## config.mk

```make
export PLATFORM = sky130hd
export DESIGN_NAME = fetch_unit
export DESIGN_NICKNAME = d
export VERILOG_FILES = /design/src/rtl/fetch_unit.sv
export SDC_FILE = /design/constraint.sdc
export NUM_CORES = 1
export LEC_CHECK = 0
export BUFFER_PORTS_ARGS = -buffer_cell sky130_fd_sc_hd__buf_2
export CAP_MARGIN = 5
export CORE_ASPECT_RATIO = 0.6
export CORE_MARGIN = 5
export CORE_UTILIZATION = 58
export DETAILED_ROUTE_END_ITERATION = 7
export PLACE_DENSITY = 0.81
export SLEW_MARGIN = 20
export SYNTH_ARGS = -nofsm -noshare
export SYNTH_HDL_FRONTEND = slang
export SYNTH_SLANG_ARGS = --single-unit
```

## constraint.sdc

```tcl
create_clock -name clk -period 4.7 [get_ports clk]
set_input_delay 0.94 -clock clk [delete_from_list [all_inputs] [get_ports clk]]
set_output_delay 0.94 -clock clk [all_outputs]
set_load 0.03 [all_outputs]
```

## src/rtl/fetch_unit.sv

```systemverilog
// fetch_unit: in-order instruction fetch front end. Issues sequential fetch
// requests under a credit limit, buffers returning instructions with their
// PCs, and on a redirect flushes the buffer and discards stale responses.

module fetch_unit #(
  parameter int                DWIDTH         = 32,
  parameter int                AWIDTH         = 32,
  parameter logic [31:0]       IMEM_BASE_ADDR = 32'h0000_1000,
  parameter logic [AWIDTH-1:0] RESET_PC       = AWIDTH'(IMEM_BASE_ADDR),
  parameter int                DEPTH          = 4
) (
  input  logic              clk,
  input  logic              rst,
  input  logic              pcsel_i,
  input  logic [AWIDTH-1:0] pcbranch_i,
  output logic              imem_req_valid_o,
  input  logic              imem_req_ready_i,
  output logic [AWIDTH-1:0] imem_req_addr_o,
  input  logic              imem_rsp_valid_i,
  input  logic [DWIDTH-1:0] imem_rsp_data_i,
  output logic              insn_valid_o,
  input  logic              insn_ready_i,
  output logic [AWIDTH-1:0] pc_o,
  output logic [DWIDTH-1:0] insn_o
);

  localparam int PW = $clog2(DEPTH);
  localparam int CW = PW + 1;
  localparam logic [CW:0] CREDIT_LIMIT = (CW+1)'(DEPTH);

  logic [AWIDTH-1:0] r_fetchPc;
  logic [AWIDTH-1:0] r_rspPc;
  logic [CW-1:0]     r_outstanding;
  logic [CW-1:0]     r_dropCnt;
  logic [CW-1:0]     r_wrPtr;
  logic [CW-1:0]     r_rdPtr;
  logic [DWIDTH-1:0] r_bufInsn [DEPTH];
  logic [AWIDTH-1:0] r_bufPc   [DEPTH];

  logic [CW-1:0]     w_occupancy;
  logic [CW:0]       w_committed;
  logic [AWIDTH-1:0] w_target;
  logic              w_reqFire;
  logic              w_dropping;
  logic              w_push;
  logic              w_pop;
  logic              w_bufEmpty;

  // Masking the low bits (rather than slicing) keeps the redirect target word aligned.
  assign w_target    = pcbranch_i & ~AWIDTH'(3);
  assign w_occupancy = r_wrPtr - r_rdPtr;
  assign w_committed = {1'b0, w_occupancy} + {1'b0, r_outstanding};
  assign w_bufEmpty  = (w_occupancy == '0);
  assign w_dropping  = (r_dropCnt != '0);

  // Gating with rst forces the request low the moment reset asserts.
  assign imem_req_valid_o = rst && !pcsel_i && (w_committed < CREDIT_LIMIT);
  assign imem_req_addr_o  = r_fetchPc;
  assign w_reqFire        = imem_req_valid_o && imem_req_ready_i;

  assign w_push = imem_rsp_valid_i && !pcsel_i && !w_dropping;
  assign w_pop  = !w_bufEmpty && insn_ready_i && !pcsel_i;

  assign insn_valid_o = !w_bufEmpty;
  assign pc_o         = w_bufEmpty ? '0 : r_bufPc[r_rdPtr[PW-1:0]];
  assign insn_o       = w_bufEmpty ? '0 : r_bufInsn[r_rdPtr[PW-1:0]];

  // Next request address: redirect target wins, else step by one word per handshake.
  always_ff @(posedge clk or negedge rst) begin
    if (!rst) begin
      r_fetchPc <= RESET_PC;
    end else if (pcsel_i) begin
      r_fetchPc <= w_target;
    end else if (w_reqFire) begin
      r_fetchPc <= r_fetchPc + AWIDTH'(4);
    end
  end

  // PC of the next kept response; kept responses form a contiguous run from the last redirect.
  always_ff @(posedge clk or negedge rst) begin
    if (!rst) begin
      r_rspPc <= RESET_PC;
    end else if (pcsel_i) begin
      r_rspPc <= w_target;
    end else if (w_push) begin
      r_rspPc <= r_rspPc + AWIDTH'(4);
    end
  end

  // Requests accepted by memory whose response has not yet returned (stale ones included).
  always_ff @(posedge clk or negedge rst) begin
    if (!rst) begin
      r_outstanding <= '0;
    end else if (w_reqFire && !imem_rsp_valid_i) begin
      r_outstanding <= r_outstanding + CW'(1);
    end else if (!w_reqFire && imem_rsp_valid_i) begin
      r_outstanding <= r_outstanding - CW'(1);
    end
  end

  // Number of in-flight responses that belong to a superseded fetch stream.
  always_ff @(posedge clk or negedge rst) begin
    if (!rst) begin
      r_dropCnt <= '0;
    end else if (pcsel_i) begin
      r_dropCnt <= r_outstanding - CW'(imem_rsp_valid_i);
    end else if (imem_rsp_valid_i && w_dropping) begin
      r_dropCnt <= r_dropCnt - CW'(1);
    end
  end

  // Buffer pointers carry one extra wrap bit so full and empty are distinguishable.
  always_ff @(posedge clk or negedge rst) begin
    if (!rst) begin
      r_wrPtr <= '0;
      r_rdPtr <= '0;
    end else if (pcsel_i) begin
      r_rdPtr <= r_wrPtr;
    end else begin
      if (w_push) r_wrPtr <= r_wrPtr + CW'(1);
      if (w_pop)  r_rdPtr <= r_rdPtr + CW'(1);
    end
  end

  // Buffer storage needs no reset since empty entries are never visible on the outputs.
  always_ff @(posedge clk) begin
    if (w_push) begin
      r_bufInsn[r_wrPtr[PW-1:0]] <= imem_rsp_data_i;
      r_bufPc[r_wrPtr[PW-1:0]]   <= r_rspPc;
    end
  end

endmodule

```

==> impl_metrics.tcl <==
set metrics [dict create \
    yosysTopAreaCell "edfxtp_1" \
    finClkSkew_ps 19.3 \
    synth_area_um2 13600 \
    postCtsSetupBuffers 0 \
    p_leak_nw 5.69 \
    total_power_mw 9.72 \
    switching_share 0.385 \
    r2r_cells 14 \
    tightestPinTransition_ps 966 \
    grt_max_degree 73 \
    antenna_cells 0 \
    post-route-min-period_ps 4440 \
    die_h_um 128 \
    cp-start-kind "flip-flop" \
    num_rows 43 \
    slew_headroom 0.354 \
    hold_path.class "reg -> reg" \
    firstDrtPassIters 5 \
    critPathRequiredTime_ps 3760 \
    synthSimpleGateAreaFrac 0.102 \
    cts_resized 0 \
    arrival_ps 3500 \
    drt-total-wl_um 29300 \
    clockBufferDepth 3 \
    cts_root_buf "clkbuf_16" \
    postCtsHoldBufs 0 \
    synth.avg_cell_area_um2 16.0 \
    crit_type "reg -> out" \
    grt_setup_unrepaired "false" \
    routedWlPerCell_um 21.7 \
    dr_total_vias 8062 \
    synth_most_common_cell "edfxtp_1" \
    grt_pass1_vias 7947 \
    p_per_area_nw_per_um2 621 \
    post_dp_cell_area_um2 14700 \
    fin_crit_sh 0.945 \
    min_path_cells 1 \
    cts_buffers 29 \
    fillCellCount 1577 \
    synth_xor_area_frac 0.0294 \
    start_util 0.588 \
    synth.area.top_cells "edfxtp_1 55%, dfrtp_1 13%, mux4_2 10%" \
    async_flop_share 0.225 \
    grt_pass1_wl_um 46000 \
    antenna_found_initial 2 \
    clkTransAtPathRegs_ps 60 \
    ys.flop_type "edfxtp_1" \
    synth_top_family_by_area "multiplexers" \
    drive_above_1_share 0.289 \
    finalHoldViolations 0 \
    synth_seq_cells 320 \
    ir_worst_vdd_mv 0.413 \
    track_usage 0.219 \
    synth.distinct_cells 55 \
    syn2layout_area_growth_pct 15.3 \
    p_seq_frac 0.364 \
    cts_sinks 320 \
    synth_mux_area_frac 0.109 \
    cts_tree "built" \
    drt_iter0_drc 694 \
    final_area_um2 15600 \
    intPower_mw 5.97 \
    worstSetupEndpointType "output pin" \
    place_hpwl_um 19200 \
    die_w_um 207 \
    clock.fmax_mhz 225 \
    synth-edff-count 248 \
    synth-compound-area-share 0.0412 \
    gp_congestion 0.908 \
    drc 0 \
    die_area_um2 26600 \
    syn_inst 846 \
    setup_viol 0 \
    yosys_warnings 0 \
    combPwrFrac 0.405 \
    power_switching_mw 3.74 \
    fp.coreArea_um2 23100 \
    layout.nets 1100 \
    drv_slew 0 \
    io_buffers 161 \
    overflow 0 \
    synth_common_cells "248 x edfxtp_1, 70 x dfrtp_1, 69 x and2_1" \
    status "complete, no violations" \
    io_pins 168 \
    ys_seq_area_frac 0.682 \
    cap_violations 0 \
    synth_top_area_frac 0.549 \
    htreeDepth 1 \
    clkLatencyLatePin_ps 560 \
    crit_fanout 28 \
    fin_util 0.678 \
    final_antenna_net_count 0 \
    via_per_inst 5.98 \
    p_clk_frac 0.232 \
    synthAdderAreaFrac 0.0168 \
    fin_setup_tns_ps 0 \
]
==> registers in the layout, summed over array words and instances (netlist names) <==
signal and cells:
r_dropCnt 3, r_wrPtr 3, r_rdPtr 3, r_bufInsn 128, r_bufPc 120, r_outstanding 3
r_rspPc 30, imem_req_addr_o 30
==> stage by stage <==
stage / setup WS (ps) / std cells / hold WS (ps)
after floorplan: 862 / 849 / 465
after CTS: 206 / 1349 / 514
after global routing: 63.5 / 1349 / 534
after global placement: 857 / 1297 / 492
after detailed placement: 820 / 1297 / 498
final: 259 / 1349 / 507
==> worst max-delay path, stage by stage (launching register included) <==
cell and delay [ps]:
dfrtp_4 640, ha_1 220, inv_1 50, fa_1 380
xnor3_1 220, or3b_2 750, buf_4 320, and2_1 170
buf_2 170
==> cell type report <==
class	instances	area (um2)	share of cell area
Sequential cell	320	9260	0.592
Clock buffer	34	754	0.0482
Clock inverter	18	150	0.00960
Timing Repair Buffer	173	950	0.0607
Multi-Input combinational cell	470	4070	0.260
Inverter	19	71.3	0.00456
Tap cell	315	394	0.0252
==> routing by layer <==
layer  global-route usage  vias to the layer above  part of all wire
met2                0.316                      350              0.44
li1                     -                     3583                 -
met5                    0                        -           0.00044
met3               0.0426                       34             0.083
met1                0.356                     4093              0.46
met4               0.0420                        2             0.015
==> cell families after synthesis <==
kind of cell / count (synthesis)
flip-flops: 320
AND/OR/NAND/NOR: 245
AO/OA/AOI/OAI: 90
multiplexers: 70
buffers and inverters: 59
XOR/XNOR: 44
adder cells (fa/ha/maj): 17
other: 1
==> cell usage in the layout, fill, tap and decap left out, types with 3 or more instances in the layout <==
cell type  count
a21boi_0       4
a21oi_1        6
a31oi_1        5
and2_1        65
and2_2         4
and3_1        10
and4_1         3
buf_12         4
buf_2        161
buf_4          7
clkbuf_1       4
clkbuf_16     29
clkinv_1       9
clkinv_2       3
conb_1         4
dfrtp_1       68
edfxtp_1     248
ha_1          15
inv_1         18
mux2_2         5
mux2i_1        3
mux4_2        62
nand2_1       54
nand2b_1       4
nand3_1       36
nand4_1       23
nand4b_1       3
nor2_1        23
nor3_1         4
nor4_4         3
o211ai_1      15
o21ai_0       42
o21ai_1        3
o311ai_0       6
xnor2_1       10
xor2_1        33
==> power by group through the flow <==
stage | clock network, mW | registers, mW | logic [mW]
2_1_floorplan | 0 | 3.58 | 2.85
6_report | 2.25 | 3.53 | 3.93
5_1_grt | 2.42 | 3.57 | 4.24
3_3_place_gp | 0 | 3.57 | 3.92
4_1_cts | 2.29 | 3.53 | 4.00
3_5_place_dp | 0 | 3.59 | 3.98
==> final timing paths <==
path                       slack (ps)                    from                      endpoint
setup / recovery                  260  r_rdPtr[0]$_DFFE_PN0P_                    insn_o[17]
hold / removal                    510  r_wrPtr[2]$_DFFE_PN0P_        r_wrPtr[2]$_DFFE_PN0P_
min in group asynchronous         620                     rst        r_wrPtr[2]$_DFFE_PN0P_
setup reg to reg                  860  r_rdPtr[0]$_DFFE_PN0P_  r_outstanding[2]$_DFFE_PN0P_
max in group asynchronous        3390                     rst        r_rdPtr[0]$_DFFE_PN0P_
hold reg to reg                   510  r_wrPtr[2]$_DFFE_PN0P_        r_wrPtr[2]$_DFFE_PN0P_
No activity file was read; power rests on OpenSTA's default activity.
